===== src/rtl/adder_fp_pipe.sv =====
// IEEE-754 add/subtract, flush-to-zero, RNE or RTZ rounding; unpack/align -> add/LZC -> normalise/round/pack.
// Latency: 3 advancing cycles from i_valid to o_valid, one operation per cycle, no bubbles.
// Backpressure: i_en low freezes every stage register including valids; there are no internal stalls.
module adder_fp_pipe #(
    parameter int SIZE     = 32,
    parameter int EXPONENT = 5 + ($clog2(SIZE) - 4) * 3,
    parameter int FRACTION = SIZE - EXPONENT - 1,
    parameter int BIAS     = 2 ** (EXPONENT - 1) - 1
) (
    input  logic            i_clk,
    input  logic            i_rst,
    input  logic            i_en,
    input  logic            i_valid,
    input  logic [SIZE-1:0] i_A,
    input  logic [SIZE-1:0] i_B,
    input  logic            i_sub,
    input  logic            i_rnd,
    output logic            o_valid,
    output logic [SIZE-1:0] o_result,
    output logic [3:0]      o_flags
);

    localparam int SW       = FRACTION + 4;     // hidden bit + fraction + guard/round/sticky
    localparam int LW       = $clog2(SW + 1);
    localparam int XW       = EXPONENT + 2;     // two's-complement working exponent
    localparam int EXP_ALL1 = 2 * BIAS + 1;
    localparam logic [EXPONENT-1:0] SHIFT_MAX = EXPONENT'(FRACTION + 3);
    localparam logic [XW-1:0]       EXP_OVF   = XW'(EXP_ALL1);
    localparam logic [SIZE-1:0]     QNAN      = {1'b0, {EXPONENT{1'b1}}, 1'b1, {(FRACTION-1){1'b0}}};

    typedef struct packed {
        logic                special;
        logic [SIZE-1:0]     spec_res;
        logic [3:0]          spec_flags;
        logic                sign;
        logic [EXPONENT-1:0] exp;
        logic [SW-1:0]       mx;
        logic [SW-1:0]       my;
        logic                eff_sub;
        logic                rnd;
    } align_t;

    typedef struct packed {
        logic                special;
        logic [SIZE-1:0]     spec_res;
        logic [3:0]          spec_flags;
        logic                sign;
        logic [EXPONENT-1:0] exp;
        logic [SW:0]         sum;
        logic [LW-1:0]       lzc;
        logic                rnd;
    } sum_t;

    function automatic logic [LW-1:0] count_lz(input logic [SW-1:0] v);
        logic [LW-1:0] n;
        logic          found;
        n     = LW'(SW);
        found = 1'b0;
        for (int i = SW - 1; i >= 0; i--) begin
            if (!found && v[i]) begin
                n     = LW'(SW - 1 - i);
                found = 1'b1;
            end
        end
        return n;
    endfunction

    align_t s1_d, s1_q;
    sum_t   s2_d, s2_q;
    logic   s1_vld, s2_vld;

    logic                sa, sb, a_zero, b_zero, a_nan, b_nan, a_snan, b_snan, a_inf, b_inf, a_ge;
    logic [EXPONENT-1:0] ea, eb, ex, ey, diff;
    logic [FRACTION-1:0] fa, fb;
    logic [SW-1:0]       sig_a, sig_b, sig_x, sig_y, shifted;
    logic                sticky;

    assign sa     = i_A[SIZE-1];
    assign ea     = i_A[SIZE-2 -: EXPONENT];
    assign fa     = i_A[FRACTION-1:0];
    assign sb     = i_B[SIZE-1] ^ i_sub;
    assign eb     = i_B[SIZE-2 -: EXPONENT];
    assign fb     = i_B[FRACTION-1:0];

    // Zero exponent means zero or subnormal; both are flushed to a signed zero.
    assign a_zero = ~|ea;
    assign b_zero = ~|eb;
    assign a_nan  = (&ea) & (|fa);
    assign b_nan  = (&eb) & (|fb);
    assign a_snan = a_nan & ~fa[FRACTION-1];
    assign b_snan = b_nan & ~fb[FRACTION-1];
    assign a_inf  = (&ea) & ~|fa;
    assign b_inf  = (&eb) & ~|fb;
    assign sig_a  = a_zero ? '0 : {1'b1, fa, 3'b000};
    assign sig_b  = b_zero ? '0 : {1'b1, fb, 3'b000};
    assign a_ge   = (a_zero ? '0 : {ea, fa}) >= (b_zero ? '0 : {eb, fb});
    assign ex     = a_ge ? ea : eb;
    assign ey     = a_ge ? eb : ea;
    assign sig_x  = a_ge ? sig_a : sig_b;
    assign sig_y  = a_ge ? sig_b : sig_a;
    assign diff   = ex - ey;
    assign shifted = sig_y >> diff;
    assign sticky  = |(sig_y & ~({SW{1'b1}} << diff));

    always_comb begin
        s1_d         = '0;
        s1_d.sign    = a_ge ? sa : sb;
        s1_d.exp     = ex;
        s1_d.mx      = sig_x;
        s1_d.my      = (diff >= SHIFT_MAX) ? {{(SW-1){1'b0}}, |sig_y}
                                           : (shifted | {{(SW-1){1'b0}}, sticky});
        s1_d.eff_sub = sa ^ sb;
        s1_d.rnd     = i_rnd;
        if (a_nan | b_nan) begin
            s1_d.special    = 1'b1;
            s1_d.spec_res   = QNAN;
            s1_d.spec_flags = {a_snan | b_snan, 3'b000};
        end else if (a_inf & b_inf & (sa ^ sb)) begin
            s1_d.special    = 1'b1;
            s1_d.spec_res   = QNAN;
            s1_d.spec_flags = 4'b1000;
        end else if (a_inf) begin
            s1_d.special  = 1'b1;
            s1_d.spec_res = {sa, {EXPONENT{1'b1}}, {FRACTION{1'b0}}};
        end else if (b_inf) begin
            s1_d.special  = 1'b1;
            s1_d.spec_res = {sb, {EXPONENT{1'b1}}, {FRACTION{1'b0}}};
        end else if (a_zero & b_zero) begin
            s1_d.special  = 1'b1;
            s1_d.spec_res = {sa & sb, {(SIZE-1){1'b0}}};
        end
    end

    // X is never smaller than the aligned Y, so the difference cannot go negative.
    always_comb begin
        s2_d            = '0;
        s2_d.special    = s1_q.special;
        s2_d.spec_res   = s1_q.spec_res;
        s2_d.spec_flags = s1_q.spec_flags;
        s2_d.sign       = s1_q.sign;
        s2_d.exp        = s1_q.exp;
        s2_d.rnd        = s1_q.rnd;
        s2_d.sum        = s1_q.eff_sub ? ({1'b0, s1_q.mx} - {1'b0, s1_q.my})
                                       : ({1'b0, s1_q.mx} + {1'b0, s1_q.my});
        s2_d.lzc        = count_lz(s2_d.sum[SW-1:0]);
    end

    logic [SW-1:0]       norm;
    logic [XW-1:0]       exp_n, exp_r;
    logic [FRACTION+1:0] mant;
    logic [FRACTION-1:0] frac_r;
    logic                g_bit, r_bit, s_bit, round_up, inexact;
    logic [SIZE-1:0]     res_d;
    logic [3:0]          flags_d;

    always_comb begin
        norm  = '0;
        exp_n = '0;
        if (s2_q.sum[SW]) begin
            norm  = {s2_q.sum[SW:2], s2_q.sum[1] | s2_q.sum[0]};
            exp_n = XW'(s2_q.exp) + XW'(1);
        end else begin
            norm  = s2_q.sum[SW-1:0] << s2_q.lzc;
            exp_n = XW'(s2_q.exp) - XW'(s2_q.lzc);
        end
        g_bit    = norm[2];
        r_bit    = norm[1];
        s_bit    = norm[0];
        inexact  = g_bit | r_bit | s_bit;
        round_up = ~s2_q.rnd & g_bit & (r_bit | s_bit | norm[3]);
        mant     = {1'b0, norm[SW-1:3]} + {{(FRACTION+1){1'b0}}, round_up};
        exp_r    = exp_n + {{(XW-1){1'b0}}, mant[FRACTION+1]};
        frac_r   = mant[FRACTION+1] ? mant[FRACTION:1] : mant[FRACTION-1:0];
        res_d    = {s2_q.sign, exp_r[EXPONENT-1:0], frac_r};
        flags_d  = {3'b000, inexact};
        if (s2_q.special) begin
            res_d   = s2_q.spec_res;
            flags_d = s2_q.spec_flags;
        end else if (s2_q.sum == '0) begin
            res_d   = '0;
            flags_d = 4'b0000;
        end else if (!exp_r[XW-1] && exp_r >= EXP_OVF) begin
            res_d   = s2_q.rnd ? {s2_q.sign, {(EXPONENT-1){1'b1}}, 1'b0, {FRACTION{1'b1}}}
                               : {s2_q.sign, {EXPONENT{1'b1}}, {FRACTION{1'b0}}};
            flags_d = 4'b0101;
        end else if (exp_r[XW-1] || exp_r == '0) begin
            res_d   = {s2_q.sign, {(SIZE-1){1'b0}}};
            flags_d = 4'b0011;
        end
    end

    always_ff @(posedge i_clk) begin
        if (i_rst) begin
            s1_vld   <= 1'b0;
            s2_vld   <= 1'b0;
            o_valid  <= 1'b0;
            o_result <= '0;
            o_flags  <= '0;
        end else if (i_en) begin
            s1_vld  <= i_valid;
            s2_vld  <= s1_vld;
            o_valid <= s2_vld;
            if (s2_vld) begin
                o_result <= res_d;
                o_flags  <= flags_d;
            end
        end
    end

    always_ff @(posedge i_clk) begin
        if (i_en) begin
            s1_q <= s1_d;
            s2_q <= s2_d;
        end
    end

endmodule


===== config.mk =====
export PLATFORM = sky130hd
export DESIGN_NAME = adder_fp_pipe
export DESIGN_NICKNAME = d
export VERILOG_FILES = /design/src/rtl/adder_fp_pipe.sv
export SDC_FILE = /design/constraint.sdc
export NUM_CORES = 1
export LEC_CHECK = 0
export ABC_CLOCK_PERIOD_IN_PS = 12400
export CORE_ASPECT_RATIO = 0.8
export CORE_MARGIN = 2
export CORE_UTILIZATION = 35
export CTS_CLUSTER_SIZE = 28
export DETAILED_ROUTE_END_ITERATION = 7
export DONT_BUFFER_PORTS = 1
export GPL_TIMING_DRIVEN = 0
export PLACE_DENSITY = 0.59
export SLEW_MARGIN = 15
export SYNTH_ARGS = -nofsm -noshare
export SYNTH_HDL_FRONTEND = slang
export SYNTH_SLANG_ARGS = --single-unit

===== constraint.sdc =====
create_clock -name i_clk -period 12.4 [get_ports i_clk]
set_input_delay 1.86 -clock i_clk [delete_from_list [all_inputs] [get_ports i_clk]]
set_output_delay 1.86 -clock i_clk [all_outputs]
set_load 0.005 [all_outputs]

# Yosys cells after proc, flatten, opt, wreduce, memory -nomap -nowiden

Index checks and enable logic that the tools add are counted.

Latch bits: 0
Output and inout bits: 37
Register bits: 221
Logic and storage cells: 221
Input port bits: 70
Memories: 0
Memory bits (writable): 0
Bits in read-only memories: 0

Divide/modulo/power cells: 0
$mul: 0
Muxes and demuxes: 80
Bitwise logic cells: 27
Equal/unequal tests: 0
Shift-type cells: 3
Order comparisons: 3
Add/sub/neg operators: 7
Reduce and logical (&&, ||, !) cells: 74

Operators with widths:

| kind                    | count |
|---|---|
| $mux W27                | 5 |
| $mux W31                | 4 |
| $mux W33                | 3 |
| $mux W5                 | 16 |
| $mux W32                | 2 |
| $reduce_or A27 Y1       | 2 |
| $reduce_or A23 Y1       | 2 |
| $mux W4                 | 11 |
| $ge A31 B31 Y1          | 1 |
| $logic_not A1 Y1        | 31 |
| $add A27 B27 Y28        | 1 |
| $logic_not A28 Y1       | 1 |
| $mux W1                 | 28 |
| $mux W28                | 1 |
| $sub A27 B27 Y28        | 1 |
| $and A27 B27 Y27        | 1 |
| $logic_and A1 B1 Y1     | 27 |
| $not A27 Y27            | 1 |
| $or A27 B1 Y27          | 1 |
| $shl A27 B5 Y27         | 1 |
| $shl A27 B8 Y27 const A | 1 |
| $shr A27 B8 Y27         | 1 |
| $add A24 B1 Y25         | 1 |
| $mux W24                | 1 |
| other kinds (24)        | 50 |

# Longest topological paths before layout

Gate-level depths: netlist (run 1).

Depth after elaboration: 81
Mapped depth: 32
Gate-level depth less buffers: 23

# Worst setup path before layout (run 1)

OpenSTA, ideal clock, no wires.

Path kind: input -> register
Start: in i_B[25]
End: reg s1_q[2] in the netlist's numbering (data pin)
Setup time: 272 ps
Data arrival time: 7,735 ps
Required time: 12,128 ps
Path buffers: 8
Cell stages on the path: 27
Path slack: 4,393 ps
Cell sequence: clkbuf_1 > nor4_1 > nand2_1 > clkbuf_1 > buf_1 > nand2_1 > ha_1 > nand2_1 > or4_4 > o211a_1 > buf_2 > nand2_2 > buf_2 > clkbuf_1 > buf_1 > o21a_1 > ha_1 > o21ai_0 > a2111oi_0 > a311oi_1 > nand3_1 > xor2_1 > clkbuf_1 > nand3_1 > o21bai_1 > a221oi_1 > a32oi_1

RTL lines:

| what                 | line | text |
|---|---|---|
| start, declared      | 15   | `input logic [SIZE-1:0] i_B,` |
| end signal, assigned | 212  | `s1_q <= s1_d;` |
| end, declared        | 68   | `align_t s1_d, s1_q;` |

==> impl_table.tex, run 1 <==
\begin{tabular}{lr}
\hline
Metric & Value \\
\hline
\multicolumn{2}{l}{\textbf{Drt}} \\
\quad First-pass DRT Iterations & 5 \\
\quad Residual antenna-violating net count after detailed routing & 0 \\
\quad DRC errors left & 0 \\
\quad First-iteration detailed-routing DRC count & between 1500 and 2000 \\
\quad Ratio of routed vias to standard cells & roughly 6.1 \\
\quad Average routed wire per standard cell & between 20 and 25 um \\
\quad Total number of vias & between 10000 and 15000 \\
\quad Final wirelength & $\sim$54000 um \\
\multicolumn{2}{l}{\textbf{Timing}} \\
\quad Minimum clock period after layout & about 11000 ps \\
\quad Accumulated negative setup slack & 0 ps \\
\quad Part of the cycle the worst path needs & a little under 90\% \\
\quad Final hold violations & 0 \\
\quad Achievable clock frequency & $\sim$0.092 GHz \\
\quad Final-report max-slew violation count & 0 \\
\quad Transition time of the tightest slew-check pin & 1125 ps \\
\quad RSZ-0062 raised after global routing & no \\
\quad Max-Slew Margin vs Limit & 24.44\% \\
\quad Fin Hold WS & around 420 ps \\
\quad Post-route clock skew & 26.46 ps \\
\quad Number of setup violations in the final report & 0 \\
\multicolumn{2}{l}{\textbf{Hold path}} \\
\quad Terminating pin of the worst hold path & s2\_q[77] \\
\quad Hold path startpoint & s1\_q[98] \\
\quad Number of stages on the worst hold path & 0 \\
\quad Hold WC Path Type & flip-flop to flip-flop \\
\multicolumn{2}{l}{\textbf{Floorplanning}} \\
\quad Die X & around 240 um \\
\quad Effective utilization at floorplan & 35.38\% \\
\quad Area enclosed by the die boundary & roughly 0.045 mm\^{}2 \\
\quad Y dimension of the die & about 190 um \\
\quad Std-Cell Rows & 68 \\
\quad Placeable core region & $\sim$0.043 mm\^{}2 \\
\quad Ports placed on the boundary & between 100 and 150 \\
\multicolumn{2}{l}{\textbf{Clocking}} \\
\quad CTS Buf Count & 17 \\
\quad H-tree lvl count & 4 \\
\quad TritonCTS clock tree & built \\
\quad Post-cts sizing count & 0 \\
\quad Buffer depth of the longest clock path & 2 \\
\quad Sink count of the clock tree & between 150 and 200 \\
\quad Cell at the root of the clock tree & clkbuf\_16 \\
\quad Clock transition at the registers of the reported paths & 60 ps \\
\quad Post-CTS setup-driven buffer insertion count & 0 \\
\quad Clock latency on the worst-skew pair & 460 ps \\
\quad Hold-fix buffer count after cts & 0 \\
\multicolumn{2}{l}{\textbf{Critical path}} \\
\quad Crit Reg-Reg Endpoint & o\_result[22] \\
\quad Worst EP arrival & approximately 11000 ps \\
\quad Critical path fanouts, max & 10 \\
\quad Req. time, crit path & between 10000 and 15000 ps \\
\quad Category of cells accounting for the largest share of critical-path delay & buffers and inverters \\
\quad Crit path launch type & input port \\
\quad Crit Reg-Reg Startpoint & s2\_q[33] \\
\quad Cell count of the worst reg-to-reg path & 23 \\
\quad Count of buffering cells on the critical path with inverters included & 8 \\
\quad Crit-path most repeated cell & clkbuf\_1 \\
\quad Register-to-register setup slack & around 5900 ps \\
\quad Category of the worst setup path capture point & flip-flop \\
\quad Cell with the biggest individual delay on the critical path & nor3\_1 \\
\quad Worst setup path category & input port to flip-flop \\
\quad Max incr delay on CP & around 590 ps \\
\multicolumn{2}{l}{\textbf{Power and ir drop}} \\
\quad Switching power & 1.141 mW \\
\quad Combinational Power Share & approximately half \\
\quad Net switching share of the total power & between 40\% and 50\% \\
\quad Largest vdd supply drop & roughly 110 uV \\
\quad Power per cell area & approximately 160 mW/mm\^{}2 \\
\quad Static leakage power & around 6.0 nW \\
\quad Proportion of power drawn by flip-flops and latches & 27.7\% \\
\quad Overall power consumption & 2.618 mW \\
\quad Portion of total power attributed to the clock network & a little over a fifth \\
\quad P\_int & between 1 and 1.5 mW \\
\multicolumn{2}{l}{\textbf{Synthesis}} \\
\quad Ranking of synthesized cells by instance count & nand2\_1 (213), nor2\_1 (173), a21oi\_1 (145) \\
\quad Post-synth design cell area & between 0.015 and 0.02 mm\^{}2 \\
\quad Synth top area cells & edfxtp\_1 (23\%), ha\_1 (5.6\%), nand2\_1 (5.2\%) \\
\quad FF+latch count, synth & about 150 \\
\quad Main flop type after synthesis & edfxtp\_1 \\
\quad Number of standard cells after synthesis & $\sim$1800 \\
\quad Avg Inst Size Synth & $\sim$8.3 um\^{}2 \\
\quad Syn Nets & slightly below 2000 \\
\quad Area leader, netlist & edfxtp\_1 \\
\quad Total of warnings raised by yosys & 0 \\
\quad Count of flip-flops with a built-in enable after synthesis & 115 \\
\quad Number of distinct library cells after synthesis & between 100 and 150 \\
\quad Most frequent cell after synthesis & nand2\_1 \\
\quad Proportion of netlist area held by the largest area contributor & between 20\% and 30\% \\
\quad Part of the Yosys area used for sequential elements & 27.80\% \\
\quad Share of flip-flops with an asynchronous set or reset & 0\% \\
\multicolumn{2}{l}{\textbf{Layout}} \\
\quad Post-layout instance count excluding filler cells & around 2400 \\
\quad Final-stage net count & 1995 \\
\quad Reg area & between 0.004 and 0.005 mm\^{}2 \\
\quad Count of filler cells inserted in the layout & about 4500 \\
\quad Synth-to-Final Area Change & 8.692\% \\
\quad Multi-input logic area & between 0.01 and 0.015 mm\^{}2 \\
\quad Number of antenna repair diodes & 0 \\
\quad Share of post-route cells with drive strength above 1 & between 9 and 10\% \\
\multicolumn{2}{l}{\textbf{Global route}} \\
\quad Pin count of the biggest net entering global routing & approximately 120 \\
\quad Vias in the first global route & $\sim$14000 \\
\quad Wire length of the first global-routing pass & slightly above 80000 um \\
\quad GR Overflow Total & 0 \\
\quad Antenna violations before repair & 0 \\
\quad GRT Resource Usage Total & roughly a quarter \\
\multicolumn{2}{l}{\textbf{Flow run}} \\
\quad MaxCap Viol Count & 0 \\
\multicolumn{2}{l}{\textbf{Placed design}} \\
\quad Half-perimeter wire length after placement & $\sim$43000 um \\
\quad Number of port buffers & 0 \\
\quad Number of instances in the placed design & $\sim$2400 \\
\quad Routability cong. & between 1 and 1.5 \\
\multicolumn{2}{l}{\textbf{Run status}} \\
\quad Run status & complete, no violations \\
\hline
\end{tabular}
==> metal layers <==
layer | share of wire (%) | GRT usage, % | vias up
li1 | - | - | 6918
met1 | 47 | 34.73 | 7202
met2 | 41 | 34.16 | 744
met3 | 11 | 6.717 | 60
met4 | 1.2 | 4.620 | 0
met5 | 0 | 0 | -
==> power by group through the flow <==
| stage | clock network [mW] | registers [mW] | logic (mW) |
|---|---|---|---|
| finish | 0.552 | 0.726 | 1.34 |
| global placement | 0 | 0.733 | 1.30 |
| CTS | 0.564 | 0.723 | 1.31 |
| global route | 0.588 | 0.732 | 1.46 |
| floorplan | 0 | 0.689 | 0.986 |
| detailed placement | 0 | 0.734 | 1.30 |
==> registers in the layout, indices dropped and copies added, names as in the netlist <==
signal / flops
s2_vld: 1
o_result: 32
o_flags: 4
s1_q: 67
o_valid: 1
s2_q: 48
s1_vld: 1
==> through the flow <==
stage	setup WS (ps)	instance area, um^2	utilization [%]
CTS	2154	16550	38.45
global placement	1621	15930	37.00
finish	1549	16550	38.45
detailed placement	1711	15930	37.00
floorplan	4393	15230	-
global route	1279	16550	38.45
==> final cells by class <==
cell class / count / share of cell area (%)
tap: 560 / 4.233
clock buffer: 17 / 2.570
multi-input combinational: 1489 / 61.27
sequential: 154 / 25.58
buffer: 123 / 3.545
inverter: 71 / 1.610
clock inverter: 15 / 1.194
==> cells in the final DEF (no fill, tap or decap), types with 21 or more instances in the layout <==
master and n:
nand2_1 213, mux2i_1 49, buf_2 26, ha_1 68, and2_1 29, o21ai_0 125, xnor2_1 65, mux4_2 34
nor4_1 34, a31oi_1 27, a21oi_1 145, dfxtp_1 39, edfxtp_1 115, clkbuf_1 76, nand4_1 28, nor2_1 173
xor2_1 24, mux2_2 21, nor3_1 67, nand3_1 46, a211oi_1 21, inv_1 69
==> worst max path at each step <==
stage,startpoint,end,slack (ps),cells after the start
6_report,i_B[25],s1_q[2],1550,28
4_1_cts,i_B[25],s1_q[2],2150,28
2_1_floorplan,i_B[25],s1_q[2],4390,27
5_1_grt,i_B[25],s1_q[2],1280,28
3_5_place_dp,i_B[25],s1_q[2],1710,28
3_3_place_gp,i_B[25],s1_q[2],1620,28
==> cell families after synthesis <==
logic type | count (synthesis) | share of synthesized area, %
simple gates | 691 | 21.71
fa+ha+maj | 72 | 5.915
compound gates | 526 | 23.09
xor+xnor | 90 | 5.225
flops | 154 | 27.80
buf+inv | 194 | 5.603
mux | 110 | 10.66
No activity file was read; power rests on OpenSTA's default activity.
==> inputs of run 2 (changes only) <==
- ABC_AREA: default -> 1
- CAP_MARGIN: default -> 40
==> run 2 against run 1 <==
Power is 0.87% lower; final area is 0.14% lower; area after synthesis is 0.30% lower; first-iteration DRC count is 8.9% higher; sequential share of layout area hardly changed; sequential power is 4.3% lower; clock power is 1% higher; largest power group unchanged.
==> impl_table.tex, run 2 <==
\begin{tabular}{lr}
\hline
Metric & Value \\
\hline
\multicolumn{2}{l}{\textbf{Power and ir drop}} \\
\quad Overall power consumption & 2.596 mW (was 2.618 mW) \\
\quad Power per cell area & 157.0 mW/mm\^{}2 (was 158.2 mW/mm\^{}2) \\
\quad Switching power & 1.201 mW (was 1.141 mW) \\
\quad Net switching share of the total power & 46.27\% (was 43.58\%) \\
\quad Proportion of power drawn by flip-flops and latches & 26.8\% (was 27.7\%) \\
\quad Static leakage power & 7.605 nW (was 6.025 nW) \\
\quad Largest vdd supply drop & 114.6 uV (was 106.7 uV) \\
\quad Portion of total power attributed to the clock network & 21.5\% (was 21.1\%) \\
\quad Combinational Power Share & 51.7\% (was 51.2\%) \\
\quad P\_int & 1.395 mW (was 1.477 mW) \\
\multicolumn{2}{l}{\textbf{Clocking}} \\
\quad CTS Buf Count & 17 (unchanged) \\
\quad H-tree lvl count & 4 (unchanged) \\
\quad Sink count of the clock tree & 154 (unchanged) \\
\quad Cell at the root of the clock tree & clkbuf\_16 (unchanged) \\
\quad Hold-fix buffer count after cts & 0 (unchanged) \\
\quad Post-CTS setup-driven buffer insertion count & 0 (unchanged) \\
\quad Buffer depth of the longest clock path & 2 (unchanged) \\
\quad Clock transition at the registers of the reported paths & 60 ps (about the same) \\
\quad TritonCTS clock tree & built (unchanged) \\
\quad Post-cts sizing count & 0 (unchanged) \\
\quad Clock latency on the worst-skew pair & 450 ps (was 460 ps) \\
\multicolumn{2}{l}{\textbf{Layout}} \\
\quad Count of filler cells inserted in the layout & 4578 (was 4451) \\
\quad Most common cell after layout, fill and taps aside & nand2\_1 (unchanged) \\
\quad Number of antenna repair diodes & 0 (unchanged) \\
\quad Most used cells in the layout excluding fill and tap cells & nand2\_1 (576), inv\_1 (321), nor2\_1 (212), nand3\_1 (203), edfxtp\_1 (115) (was nand2\_1 (213), nor2\_1 (173), a21oi\_1 (145), o21ai\_0 (125), edfxtp\_1 (115)) \\
\quad Synth-to-Final Area Change & 8.867\% (was 8.692\%) \\
\quad Max reg flops & 67 (unchanged) \\
\quad Registers with the most flip-flops & s1\_q x67, s2\_q x48, o\_result x32 (unchanged) \\
\quad Share of post-route cells with drive strength above 1 & 7.419\% (was 9.203\%) \\
\quad Final-stage net count & 2458 (was 1995) \\
\quad Post-layout instance count excluding filler cells & 2892 (was 2429) \\
\quad Register ranked first by flip-flop count & s1\_q (unchanged) \\
\quad End-of-flow core utilization & 38.47\% (was 38.45\%) \\
\multicolumn{2}{l}{\textbf{Timing}} \\
\quad Post-route clock skew & 12.43 ps (was 26.46 ps) \\
\quad Setup WS post-layout & 4695 ps (was 1549 ps) \\
\quad Part of the cycle the worst path needs & 62.14\% (was 87.51\%) \\
\quad Max-Slew Margin vs Limit & 40.88\% (was 24.44\%) \\
\quad Transition time of the tightest slew-check pin & 877.5 ps (was 1125 ps) \\
\quad Minimum clock period after layout & 7705 ps (was 10850 ps) \\
\quad Final-report max-slew violation count & 0 (unchanged) \\
\quad Final hold violations & 0 (unchanged) \\
\quad Number of setup violations in the final report & 0 (unchanged) \\
\quad RSZ-0062 raised after global routing & no (unchanged) \\
\quad Achievable clock frequency & 0.1298 GHz (was 0.09216 GHz) \\
\quad Accumulated negative setup slack & 0 ps (unchanged) \\
\multicolumn{2}{l}{\textbf{Synthesis}} \\
\quad Post-synth design cell area & 0.01518 mm\^{}2 (was 0.01523 mm\^{}2) \\
\quad Ranking of synthesized cells by instance count & nand2\_1 (576), inv\_1 (321), nor2\_1 (212) (was nand2\_1 (213), nor2\_1 (173), a21oi\_1 (145)) \\
\quad Mux contribution to synthesized area & 0.5274\% (was 10.66\%) \\
\quad Count of flip-flops with a built-in enable after synthesis & 115 (unchanged) \\
\quad Simple-gate portion of the synthesized area & 33.94\% (was 21.71\%) \\
\quad Main combinational cell family by area after synthesis & simple AND/OR/NAND/NOR gates (was compound AO/OA/AOI/OAI gates) \\
\quad Total of warnings raised by yosys & 0 (unchanged) \\
\quad Most frequent cell after synthesis & nand2\_1 (unchanged) \\
\quad Avg Inst Size Synth & 6.613 um\^{}2 (was 8.290 um\^{}2) \\
\quad Main flop type after synthesis & edfxtp\_1 (unchanged) \\
\quad Number of standard cells after synthesis & 2296 (was 1837) \\
\quad Fraction of the mapped netlist area in compound gates & 15.72\% (was 23.09\%) \\
\quad Part of the Yosys area used for sequential elements & 27.89\% (was 27.80\%) \\
\quad Area leader, netlist & edfxtp\_1 (unchanged) \\
\quad Xor-xnor portion of the synthesized cell area & 4.096\% (was 5.225\%) \\
\quad Synth top area cells & edfxtp\_1 (23\%), nand2\_1 (14\%), inv\_1 (7.9\%) (was edfxtp\_1 (23\%), ha\_1 (5.6\%), nand2\_1 (5.2\%)) \\
\quad Share of flip-flops with an asynchronous set or reset & 0\% (unchanged) \\
\quad Number of distinct library cells after synthesis & 77 (was 110) \\
\quad Syn Nets & 2435 (was 1976) \\
\quad Proportion of netlist area held by the largest area contributor & 22.74\% (was 22.67\%) \\
\quad Share of synthesized cell area in full adder, half adder and majority cells & 5.735\% (was 5.915\%) \\
\quad FF+latch count, synth & 154 (unchanged) \\
\multicolumn{2}{l}{\textbf{Global route}} \\
\quad GRT Resource Usage Total & 24.08\% (was 23.59\%) \\
\quad Vias in the first global route & 14295 (was 13935) \\
\quad GR Overflow Total & 0 (unchanged) \\
\quad Antenna violations before repair & 0 (unchanged) \\
\quad Wire length of the first global-routing pass & 82680 um (was 82540 um) \\
\quad Pin count of the biggest net entering global routing & 120 (was 121) \\
\multicolumn{2}{l}{\textbf{Floorplanning}} \\
\quad Std-Cell Rows & 68 (unchanged) \\
\quad Effective utilization at floorplan & 35.34\% (was 35.38\%) \\
\quad Y dimension of the die & 190.3 um (was 190.6 um) \\
\quad Placeable core region & 0.04297 mm\^{}2 (was 0.04305 mm\^{}2) \\
\quad Ports placed on the boundary & 107 (unchanged) \\
\quad Area enclosed by the die boundary & 0.04507 mm\^{}2 (was 0.04521 mm\^{}2) \\
\quad Die X & 236.9 um (was 237.2 um) \\
\multicolumn{2}{l}{\textbf{Drt}} \\
\quad Ratio of routed vias to standard cells & 5.424 (was 6.144) \\
\quad Final wirelength & 54770 um (was 53820 um) \\
\quad Residual antenna-violating net count after detailed routing & 0 (unchanged) \\
\quad First-iteration detailed-routing DRC count & 1674 (was 1537) \\
\quad First-pass DRT Iterations & 6 (was 5) \\
\quad DRC errors left & 0 (unchanged) \\
\quad Average routed wire per standard cell & 18.94 um (was 22.16 um) \\
\quad Total number of vias & 15685 (was 14924) \\
\multicolumn{2}{l}{\textbf{Placed design}} \\
\quad Routability cong. & 1.006 (was 1.051) \\
\quad Number of instances in the placed design & 2859 (was 2397) \\
\quad Pre-CTS worst setup slack & 4518 ps (was 1711 ps) \\
\quad Number of port buffers & 0 (unchanged) \\
\quad Half-perimeter wire length after placement & 45790 um (was 43100 um) \\
\multicolumn{2}{l}{\textbf{Critical path}} \\
\quad Register-to-register setup slack & 5820 ps (was 5850 ps) \\
\quad Critical path fanouts, max & 10 (unchanged) \\
\quad Crit path launch type & input port (unchanged) \\
\quad Crit Reg-Reg Startpoint & s2\_q[5] (was s2\_q[33]) \\
\quad Category of the worst setup path capture point & flip-flop (unchanged) \\
\quad Cell with the biggest individual delay on the critical path & a21oi\_1 (was nor3\_1) \\
\quad Worst EP arrival & 7840 ps (was 10990 ps) \\
\quad Crit Reg-Reg Endpoint & o\_result[22] (unchanged) \\
\quad Max incr delay on CP & 710 ps (was 590 ps) \\
\quad Req. time, crit path & 12540 ps (about the same) \\
\quad Cell count of the worst reg-to-reg path & 33 (was 23) \\
\quad Crit-path most repeated cell & nand2\_1 (was clkbuf\_1) \\
\quad Worst setup path category & input port to flip-flop (unchanged) \\
\multicolumn{2}{l}{\textbf{Hold path}} \\
\quad Number of stages on the worst hold path & 0 (unchanged) \\
\quad Hold WC Path Type & flip-flop to flip-flop (unchanged) \\
\quad Hold path startpoint & s1\_q[101] (was s1\_q[98]) \\
\quad Terminating pin of the worst hold path & s2\_q[79] (was s2\_q[77]) \\
\multicolumn{2}{l}{\textbf{Flow run}} \\
\quad MaxCap Viol Count & 0 (unchanged) \\
\multicolumn{2}{l}{\textbf{Run status}} \\
\quad Run status & complete, no violations (unchanged) \\
\hline
\end{tabular}
-- run 2: changes by cell type in the layout (fill, tap and decap cells not counted), moves of 33 or more --
cell and change:
inv_1 +252, nand3_1 +157, o21ai_1 +57, nor3_1 -38, a21oi_1 -40, mux4_2 -34, nand2_1 +363, clkbuf_1 -33
xnor2_1 -36, nor2_1 +39, o22ai_1 +46, mux2i_1 -41
-- run 2: cell families after synthesis --
| kind of cell | after synthesis |
|---|---|
| AO/OA/AOI/OAI | 400 |
| XOR/XNOR | 71 |
| adder cells (fa/ha/maj) | 69 |
| buffers and inverters | 430 |
| flip-flops | 154 |
| multiplexers | 8 |
| AND/OR/NAND/NOR | 1164 |
-- run 2: layout make-up --
cell class	count	area, um^2	share of cell area [%]
Inverter	340	1282	7.759
Buffer	90	553.0	3.346
Tap cell	560	700.7	4.239
Clock inverter	13	192.7	1.166
Timing Repair Buffer	4	20.02	0.1211
Sequential cell	154	4234	25.62
Multi-Input combinational cell	1712	9114	55.14
Clock buffer	19	432.9	2.619
-- run 2: per-stage QoR --
step | instance area (um^2) | hold WS (ps)
after detailed placement | 15900 | 405.6
after global routing | 16530 | 425.7
after floorplan | 15180 | 400.3
final | 16530 | 419.7
after CTS | 16520 | 419.8
after global placement | 15880 | 404.3
-- run 2: critical path, delay by kind of cell --
| family | cells | cell delay (ps) |
|---|---|---|
| fa+ha+maj | 2 | 490 |
| simple gates | 14 | 2220 |
| buf+inv | 9 | 1980 |
| compound gates | 4 | 1270 |
-- run 2: metal layers --
layer / global-route usage (%) / routed length [um] / vias up
li1: - / - / 7716
met1: 34.53 / 25840 / 7289
met2: 34.71 / 22060 / 609
met3: 6.992 / 5381 / 71
met4: 7.181 / 1490 / 0
met5: 0 / 0 / -
-- run 2: worst max-delay path by stage --
stage               end  slack (ps)  cells after the start    start
5_1_grt        s1_q[10]        4360                     29  i_B[29]
6_report        s1_q[7]        4690                     29  i_B[29]
3_3_place_gp    s1_q[8]        4540                     29  i_B[29]
3_5_place_dp    s1_q[7]        4520                     29  i_B[29]
4_1_cts         s1_q[7]        5000                     29  i_B[29]
2_1_floorplan   s1_q[2]        6430                     34  i_B[29]
-- run 2: power by group through the flow --
stage | sequential, mW | combinational (mW) | clock (mW)
3_5_place_dp | 0.705 | 1.31 | 0
2_1_floorplan | 0.678 | 0.957 | 0
4_1_cts | 0.694 | 1.31 | 0.571
3_3_place_gp | 0.705 | 1.30 | 0
5_1_grt | 0.702 | 1.48 | 0.589
6_report | 0.695 | 1.34 | 0.558
==> inputs of run 3 (changes only) <==
- ABC_CLOCK_PERIOD_IN_PS: 12400 -> 7600
- clock period: 12.4 -> 7.6 ns (I/O delays scaled with it)
==> results of run 3 <==
Same layout as run 2 (identical final DEF). Status: complete, no violations.
Main changes from that run: setup slack after placement 4518 ps -> 437.7 ps; setup slack after layout 4695 ps -> 614.5 ps; register-to-register setup slack 5820 ps -> 1020 ps; total power 2.596 mW -> 4.235 mW; worst IR drop on VDD 114.6 uV -> 187.0 uV
